===== src/rtl/adder_tree_feeder.sv =====
// -----------------------------------------------------------------------------
// adder_tree_feeder
//
// Front/back-end wrapper around a fixed-latency pipelined adder tree.
// Products arrive one per handshake and are packed into a shadow buffer.
// When a full vector of N products is held, it is launched into the tree
// together with the bias captured at element 0. A TREE_LAT-deep delay line
// tracks each launch. When the matching tree result comes out, it is written
// into a small first-word-fall-through result FIFO. Credits reserve a FIFO
// slot for every vector at its first element, so the FIFO cannot overflow.
//
// Ports
//   clk          clock, all state changes on the rising edge
//   GlobalReset  synchronous active-high reset
//   in_valid     product valid
//   in_ready     product accepted when in_valid && in_ready (registered)
//   in_data      product word
//   in_last      final product of a vector
//   in_beta      bias, sampled on the element-0 accept only
//   tree_vec     packed products, element k at [W*k +: W]
//   tree_beta    bias presented to the tree
//   tree_launch  one-cycle pulse, tree_vec/tree_beta valid in this cycle
//   tree_result  tree output, valid TREE_LAT cycles after tree_launch
//   res_valid    result FIFO not empty
//   res_data     result FIFO head (first-word fall-through)
//   res_ready    pop when res_valid && res_ready
//   err_framing  sticky in_last framing error
//   busy         partial vector held or any credit outstanding
// -----------------------------------------------------------------------------
module adder_tree_feeder #(
    parameter int N         = 14,
    parameter int W         = 26,
    parameter int TREE_LAT  = 8,
    parameter int RES_DEPTH = 4
) (
    input  logic           clk,
    input  logic           GlobalReset,
    input  logic           in_valid,
    output logic           in_ready,
    input  logic [W-1:0]   in_data,
    input  logic           in_last,
    input  logic [W-1:0]   in_beta,
    output logic [N*W-1:0] tree_vec,
    output logic [W-1:0]   tree_beta,
    output logic           tree_launch,
    input  logic [W-1:0]   tree_result,
    output logic           res_valid,
    output logic [W-1:0]   res_data,
    input  logic           res_ready,
    output logic           err_framing,
    output logic           busy
);

    localparam int IDX_W = $clog2(N);
    localparam int CRD_W = $clog2(RES_DEPTH + 1);
    localparam int PTR_W = (RES_DEPTH > 1) ? $clog2(RES_DEPTH) : 1;

    // ------------------------------------------------------------------
    // State
    // ------------------------------------------------------------------
    logic [IDX_W-1:0]      idx_q, idx_d;
    logic [CRD_W-1:0]      credits_q, credits_d;
    logic                  in_ready_q, in_ready_d;
    logic                  err_q, err_d;
    logic [N-2:0][W-1:0]   shadow_q, shadow_d;
    logic [W-1:0]          beta_shadow_q, beta_shadow_d;
    logic [N*W-1:0]        tree_vec_q, tree_vec_d;
    logic [W-1:0]          tree_beta_q, tree_beta_d;
    logic                  tree_launch_q, tree_launch_d;
    logic [TREE_LAT-1:0]   lat_q, lat_d;
    logic [PTR_W-1:0]      wr_ptr_q, wr_ptr_d;
    logic [PTR_W-1:0]      rd_ptr_q, rd_ptr_d;
    logic [CRD_W-1:0]      count_q, count_d;
    logic [W-1:0]          fifo_mem [RES_DEPTH];

    // ------------------------------------------------------------------
    // Handshake decode
    // ------------------------------------------------------------------
    logic accept;
    logic at_first;
    logic at_last;
    logic launch;
    logic discard;
    logic reserve;
    logic push;
    logic pop;

    always_comb begin
        accept   = in_valid && in_ready_q;
        at_first = (idx_q == '0);
        at_last  = (idx_q == IDX_W'(N - 1));
        reserve  = accept && at_first;
        launch   = accept && at_last;
        // An early in_last drops the partial vector. When this happens on
        // element 0, the reserve and the release cancel out in the same cycle.
        discard  = accept && !at_last && in_last;
        push     = lat_q[TREE_LAT-1];
        pop      = (count_q != '0) && res_ready;
    end

    function automatic logic [PTR_W-1:0] ptr_inc(input logic [PTR_W-1:0] p);
        return (p == PTR_W'(RES_DEPTH - 1)) ? '0 : p + 1'b1;
    endfunction

    // ------------------------------------------------------------------
    // Shadow buffer and launch packing. The last slot is never stored;
    // it is taken straight from in_data on the launching accept.
    // ------------------------------------------------------------------
    for (genvar gi = 0; gi < N - 1; gi++) begin : g_slot
        assign shadow_d[gi] = (accept && idx_q == IDX_W'(gi)) ? in_data : shadow_q[gi];
        assign tree_vec_d[W*gi +: W] = launch ? shadow_q[gi] : tree_vec_q[W*gi +: W];
    end
    assign tree_vec_d[W*(N-1) +: W] = launch ? in_data : tree_vec_q[W*(N-1) +: W];

    // ------------------------------------------------------------------
    // Next-state logic
    // ------------------------------------------------------------------
    always_comb begin
        idx_d         = idx_q;
        err_d         = err_q;
        beta_shadow_d = reserve ? in_beta : beta_shadow_q;
        tree_beta_d   = launch ? beta_shadow_q : tree_beta_q;
        tree_launch_d = launch;

        if (accept) begin
            if (at_last || in_last) begin
                idx_d = '0;
            end else begin
                idx_d = idx_q + 1'b1;
            end
            // in_last must be set on exactly the final element.
            if (at_last != in_last) begin
                err_d = 1'b1;
            end
        end

        credits_d = credits_q + CRD_W'(reserve) - CRD_W'(discard) - CRD_W'(pop);

        // in_ready is computed from the next state so it can be registered.
        // A new vector may only start if a result slot can be reserved.
        in_ready_d = (idx_d != '0) || (credits_d < CRD_W'(RES_DEPTH));

        lat_d    = {lat_q[TREE_LAT-2:0], tree_launch_q};

        wr_ptr_d = push ? ptr_inc(wr_ptr_q) : wr_ptr_q;
        rd_ptr_d = pop  ? ptr_inc(rd_ptr_q) : rd_ptr_q;
        count_d  = count_q + CRD_W'(push) - CRD_W'(pop);
    end

    // ------------------------------------------------------------------
    // Registers
    // ------------------------------------------------------------------
    always_ff @(posedge clk) begin
        if (GlobalReset) begin
            idx_q         <= '0;
            credits_q     <= '0;
            in_ready_q    <= 1'b0;
            err_q         <= 1'b0;
            shadow_q      <= '0;
            beta_shadow_q <= '0;
            tree_vec_q    <= '0;
            tree_beta_q   <= '0;
            tree_launch_q <= 1'b0;
            lat_q         <= '0;
            wr_ptr_q      <= '0;
            rd_ptr_q      <= '0;
            count_q       <= '0;
        end else begin
            idx_q         <= idx_d;
            credits_q     <= credits_d;
            in_ready_q    <= in_ready_d;
            err_q         <= err_d;
            shadow_q      <= shadow_d;
            beta_shadow_q <= beta_shadow_d;
            tree_vec_q    <= tree_vec_d;
            tree_beta_q   <= tree_beta_d;
            tree_launch_q <= tree_launch_d;
            lat_q         <= lat_d;
            wr_ptr_q      <= wr_ptr_d;
            rd_ptr_q      <= rd_ptr_d;
            count_q       <= count_d;
        end
    end

    // FIFO storage. It needs no reset because the pointers and count
    // define which entries are live.
    always_ff @(posedge clk) begin
        if (push && !GlobalReset) begin
            fifo_mem[wr_ptr_q] <= tree_result;
        end
    end

    // ------------------------------------------------------------------
    // Outputs
    // ------------------------------------------------------------------
    assign in_ready    = in_ready_q;
    assign tree_vec    = tree_vec_q;
    assign tree_beta   = tree_beta_q;
    assign tree_launch = tree_launch_q;
    assign res_valid   = (count_q != '0);
    // The head is forced to zero while the FIFO is empty, so res_data is 0
    // after reset even though the storage itself is not cleared.
    assign res_data    = (count_q != '0) ? fifo_mem[rd_ptr_q] : '0;
    assign err_framing = err_q;
    assign busy        = (idx_q != '0) || (credits_q != '0);

endmodule


===== config.mk =====
export PLATFORM = sky130hd
export DESIGN_NAME = adder_tree_feeder
export DESIGN_NICKNAME = d
export VERILOG_FILES = /design/src/rtl/adder_tree_feeder.sv
export SDC_FILE = /design/constraint.sdc
export NUM_CORES = 2
export LEC_CHECK = 0
export BUFFER_PORTS_ARGS = -buffer_cell sky130_fd_sc_hd__buf_2
export CAP_MARGIN = 20
export CORE_AREA = 3 3 302 304
export CTS_BUF_LIST = sky130_fd_sc_hd__clkbuf_4 sky130_fd_sc_hd__clkbuf_8 sky130_fd_sc_hd__clkbuf_16
export DETAILED_ROUTE_END_ITERATION = 7
export DIE_AREA = 0 0 305 307
export PLACE_DENSITY = 0.55
export SLEW_MARGIN = 15
export SYNTH_ARGS = -nofsm -noshare
export SYNTH_HDL_FRONTEND = slang
export SYNTH_SLANG_ARGS = --single-unit

===== constraint.sdc =====
create_clock -name clk -period 3.2 [get_ports clk]
set_clock_uncertainty 0.1 [all_clocks]
set_input_delay 0.8 -clock clk [delete_from_list [all_inputs] [get_ports clk]]
set_output_delay 0.8 -clock clk [all_outputs]
set_load 0.05 [all_outputs]

; ---- After elaboration in Yosys (flattened, before gate mapping)
; Memories as Yosys holds them, arrays and structs flattened. A register that Yosys moved wholly into a read port is not among the register bits.
; Cells that the tools add are included.
[totals]
ramBits = 104
input_bits = 83
out_inout_bits = 421
memories = 1
register_bits = 779
[classes]
order_cmp = 1
eq_ne = 16
mux = 9
addsub = 8
reduce_logical = 30
[mem_list]
columns = name, depth, word_bits, read_ports, rd_clocked_by_memory_dff, write_ports, line
row1 = fifo_mem, 4, 26, 1, 1, 1, 74  ; logic [W-1:0] fifo_mem [RES_DEPTH];
[ops]
columns = cell, count
row1 = $mux 26, 1
row2 = $eq 4x4->1 const B, 6
row3 = $logic_and 1x1->1, 19
row4 = $eq 4x3->1 const B, 4
row5 = $sub 3x1->3, 3
row6 = $eq 4x2->1 const B, 2
row7 = $mux 2, 4
row8 = $mux 4, 2
row9 = $reduce_bool 4->1, 2
row10 = $add 3x1->3, 2
row11 = $reduce_bool 3->1, 2
row12 = $add 2x1->2 const B, 2
row13 = $add 4x1->4 const B, 1
row14 = $eq 2x2->1 const B, 2
row15 = $eq 4x1->1 const B, 1
row16 = $logic_not 4->1, 1
row17 = $logic_or 1x1->1, 3
row18 = $lt 3x3->1 const B, 1
row19 = $logic_not 1->1, 2
row20 = $mux 1, 2
row21 = $reduce_and 2->1, 1
row22 = $ne 1x1->1, 1

; ---- Longest topological paths before layout
[depth]
depth_word = 8
depth_mapped = 13
depth_no_buf = 12

; ---- Least setup slack after synthesis
; No wires, ideal clock.
[synth_timing]
kind = input to register
from = in in_valid
to = reg in_ready_q, in the netlist in_ready
setup_ns = 0.134
stages = 12
t_arrival_ns = 3.202
path_slack_ns = -0.236
required_ns = 2.966
cell_sequence = and2_1 -> buf_2 -> buf_2 -> and3_1 -> fa_1 -> inv_1 -> ha_1 -> ha_1 -> xor2_1 -> xnor2_1 -> o31a_1 -> or4_1
[synth_between]
elab_chain_len = 7
elab_cells_between_ends = 11
classes_between = 3 x add/sub / 1 x order compare / 1 x mux / 6 x reduce/logical
[synth_rtl]
columns = item, line
row1 = start: declaration, 38  ; input logic in_valid,
row2 = $logic_and 1x1->1 (*), 89  ; accept = in_valid && in_ready_q;
row3 = "$logic_and 1x1->1, on equally long branches", "92, 96"
row4 = $add 3x1->3 / $logic_and 1x1->1 (equally long branches), "137, 96"
row5 = $sub 3x1->3 (2 in a row), 137  ; credits_d = credits_q + CRD_W'(reserve) - CRD_W'(discard) - CRD_W'(pop);
row6 = $lt 3x3->1, 141  ; in_ready_d = (idx_d != '0) || (credits_d < CRD_W'(RES_DEPTH));
row7 = $logic_or 1x1->1 (*), 141
row8 = end signal: assignment, 171  ; in_ready_q <= in_ready_d;
row9 = end: declaration, 63  ; logic in_ready_q, in_ready_d;
; Mark *: on every way between the ends. The rest lies on a longest branch, timed or not.
; A chain may end at the register's enable or synchronous reset.

; ---- Worst setup path in the final report
[layout_timing]
from = reg idx_q[0]
to = out busy
[layout_between]
elab_chain_len = 2
[layout_rtl]
columns = item, line
row1 = start: declaration, 61  ; logic [IDX_W-1:0] idx_q, idx_d;
row2 = start signal: assignment, 169  ; idx_q <= idx_d;
row3 = $reduce_bool 4->1, 205  ; assign busy = (idx_q != '0) || (credits_q != '0);
row4 = $logic_or 1x1->1, 205
row5 = end: declaration, 51  ; output logic busy
; Every way passes these cells.

==> flow_summary_export.csv <==
group,metric,value,unit
run_status,status,"completed",
setup_path,crit_buf_inv,2,
global_route,grt_max_degree,185,
clock_tree,cts_num_sinks,885,
sta,final-setup-viol-count,0,
die,core,0.0885,mm²
yosys,ys_ff_latch,885,
setup_path,critPathMaxFanout,5,
clock_tree,cts_tree,"yes",
setup_path,crit_family,"buffers and inverters",
yosys,synthCells,3608,
clock_tree,cts_inserted_buffers,94,
finish,area_growth,22.2,%
sta,post-route-period-util,96.1,%
setup_path,crit_arrival,2.18,ns
yosys,ys_warn_count,0,
yosys,synthMostInstantiatedCell,"nand2_1",
yosys,synthDistinctLibCells,35,
sta,tns,0,ns
die,die_x,305,µm
clock_tree,clk_pin_slew,0.06,ns
detailed_routing,viasPerCell,4.84,
detailed_routing,drc,0,
placement,hpwl,62100,µm
detailed_routing,drt-initial-drc-count,2155,
setup_path,slowest_stage,"nand4_1",
placement,dp.cells,5065,
die,dieArea,0.0936,mm²
finish,n_fill_cell,8834,
clock_tree,cts_resized,0,
yosys,ys_seq_area_share,60.4,%
yosys,synth_top_area_share,50.4,%
clock_tree,clk_latency,0.65,ns
job,drv_cap,0,
sta,finalWorstSetupSlack,0.124,ns
finish,drive_above_1_share,19.6,%
yosys,avgSynthCellArea,8.61,µm²
finish,stdcell_count,5244,
finish,nNetsFinal,4096,
yosys,syn_nets,3708,
power_and_ir_drop,p_total,25.6,mW
yosys,synth_async_sr_flop_share,0,%
sta,fmax,325,MHz
sta,rsz0062_at_grt,"false",
yosys,synthTopCellsByCount,"nand2_1, dfxtp_1, a21oi_1",
yosys,ys.flop_type,"dfxtp_1",
clock_tree,root_buffer,"clkbuf_16",
global_route,grt_pass1_wl,149000,µm
placement,io_buffers,503,
setup_path,end_kind,"output pin",
sta,slew_headroom,36.9,%
placement,pre_cts_ws,-0.0864,ns
clock_tree,clockBufferDepth,3,
die,dieHeight,307,µm
die,start_util,35.1,%
yosys,synth_edf_count,104,
global_route,antenna_found_initial,5,
detailed_routing,wirelength,103000,µm
clock_tree,post-cts-setup-buffers,0,
setup_path,crit_path_cell_trace,"inv_1 > ha_1 > nand4_1 > buf_2",
detailed_routing,wl_per_cell,19.6,µm
placement,routabilityCongestion,0.801,
die,row_count,109,
yosys,synthTopCellsByArea,"dfxtp_1, nand2_1, a21oi_1, edfxtp_1, mux4_2",
yosys,yosysTopAreaCell,"dfxtp_1",
detailed_routing,drt_pass1_iterations,5,
yosys,yosys-mux-area-fraction,1.98,%
min_path,hp-class,"in2reg",
power_and_ir_drop,leakagePower,14.0,nW
global_route,grt_pass1_vias,23100,
yosys,synth_top_family_by_area,"simple AND/OR/NAND/NOR gates",
yosys,syn_area,0.0310,mm²
power_and_ir_drop,power_density,673,mW/mm²
yosys,synth-xor-area-share,0.113,%
clock_tree,htree_num_levels,3,
sta,final.min_clock_period,3.08,ns
sta,whs,0.254,ns
setup_path,worst_ep_required_time,2.30,ns
sta,maxSlewViolCount,0,
power_and_ir_drop,peakVddDrop,0.000378,V
setup_path,critPathKind,"reg2out",
global_route,track_usage,21.0,%
detailed_routing,ant_nets,0,
sta,tightest_slew,0.946,ns
yosys,synth_simple_gate_area_share,20.4,%
sta,hold_violations,0,
clock_tree,ctsHoldBuffers,0,
detailed_routing,vias,25400,
setup_path,max_stage_delay,0.38,ns
setup_path,startpoint_type,"flip-flop",
global_route,gr-total-overflow,0,
die,io_pins,504,
yosys,synthAdderAreaFrac,0.733,%
yosys,synth_compound_area_share,12.3,%
==> path summary, 6_finish.rpt <==
check        cells after the start  slack [ns]                  startpoint                    endpoint
max                              4        0.12         idx_q[0]$_SDFF_PP0_                        busy
min                              1        0.25             tree_result[20]   fifo_mem[2][20]$_DFFE_PP_
max reg2reg                     11        0.20       count_q[1]$_SDFF_PP0_         in_ready$_SDFF_PP0_
min reg2reg                      2        0.31  shadow_q[287]$_SDFFE_PP0P_  tree_vec[287]$_SDFFE_PP0P_
==> cell families (layout without fill, tap and decap cells) <==
family,after synthesis,in the layout
AO/OA/AOI/OAI,762,762
XOR/XNOR,4,4
adder cells (fa/ha/maj),17,17
buffers and inverters,293,762
flip-flops,885,885
multiplexers,29,29
other,0,2
AND/OR/NAND/NOR,1618,1618
==> stage by stage <==
stage / util, % / cell area [µm²]
6_report: 42.9 / 38000
5_1_grt: 42.9 / 38000
4_1_cts: 42.9 / 37900
3_5_place_dp: 39.1 / 34600
3_3_place_gp: 39.0 / 34600
2_1_floorplan: - / 31100
==> worst reg2reg max path, cell delays in order, from the launching register on <==
cell and delay, ns:
dfxtp_1 0.32, or3_1 0.38, nand2_1 0.12, inv_1 0.12
fa_1 0.41, ha_1 0.28, inv_1 0.06, ha_2 0.16
xor2_1 0.18, xnor2_1 0.12, o31a_1 0.24, or4_1 0.39
==> power by group <==
| group | total, mW | switching [mW] | internal (mW) |
|---|---|---|---|
| combinational | 2.59 | 1.88 | 0.712 |
| sequential | 11.5 | 0.0782 | 11.4 |
| clock | 11.5 | 4.66 | 6.85 |
| total | 25.6 | 6.61 | 18.9 |
==> sequential cells by signal, indices dropped and copies added, names as in the netlist, 2 cells and up, named ones only <==
signal	flops
tree_vec	364
shadow_q	338
fifo_mem	104
beta_shadow_q	26
tree_beta	26
lat_q	8
idx_q	4
count_q	3
credits_q	3
rd_ptr_q	2
wr_ptr_q	2
==> cells in the final DEF (no fill, tap or decap), drive strengths merged, types with 4 or more instances in the layout <==
cell type  instances
nand2           1514
nand3             21
clkbuf           135
buf              569
ha                15
dfxtp            781
inv               19
bufinv             8
nor2              21
and2              31
nor2b             16
edfxtp           104
clkinv            27
a21oi            758
clkinvlp           4
mux4              26
==> cell type report <==
type                       count  area [µm²]  area share (%)
antenna                        2        5.00          0.0132
clock buffer                 135        2820            7.43
clock inverter                42         548            1.44
inverter                      16        60.1           0.158
multi-input combinational   2430       11100            29.2
sequential                   885       18800            49.4
tap                         1165        1460            3.84
timing repair buffer         569        3220            8.48
==> routing by layer <==
layer,GRT usage (%),up-vias,share of wire (%)
li1,-,12500,-
met4,7.80,2,3.2
met2,35.2,705,49
met1,27.0,12000,42
met5,0,-,0.012
met3,3.76,163,6.4
Note: power is estimated with default switching activity, not from simulation.
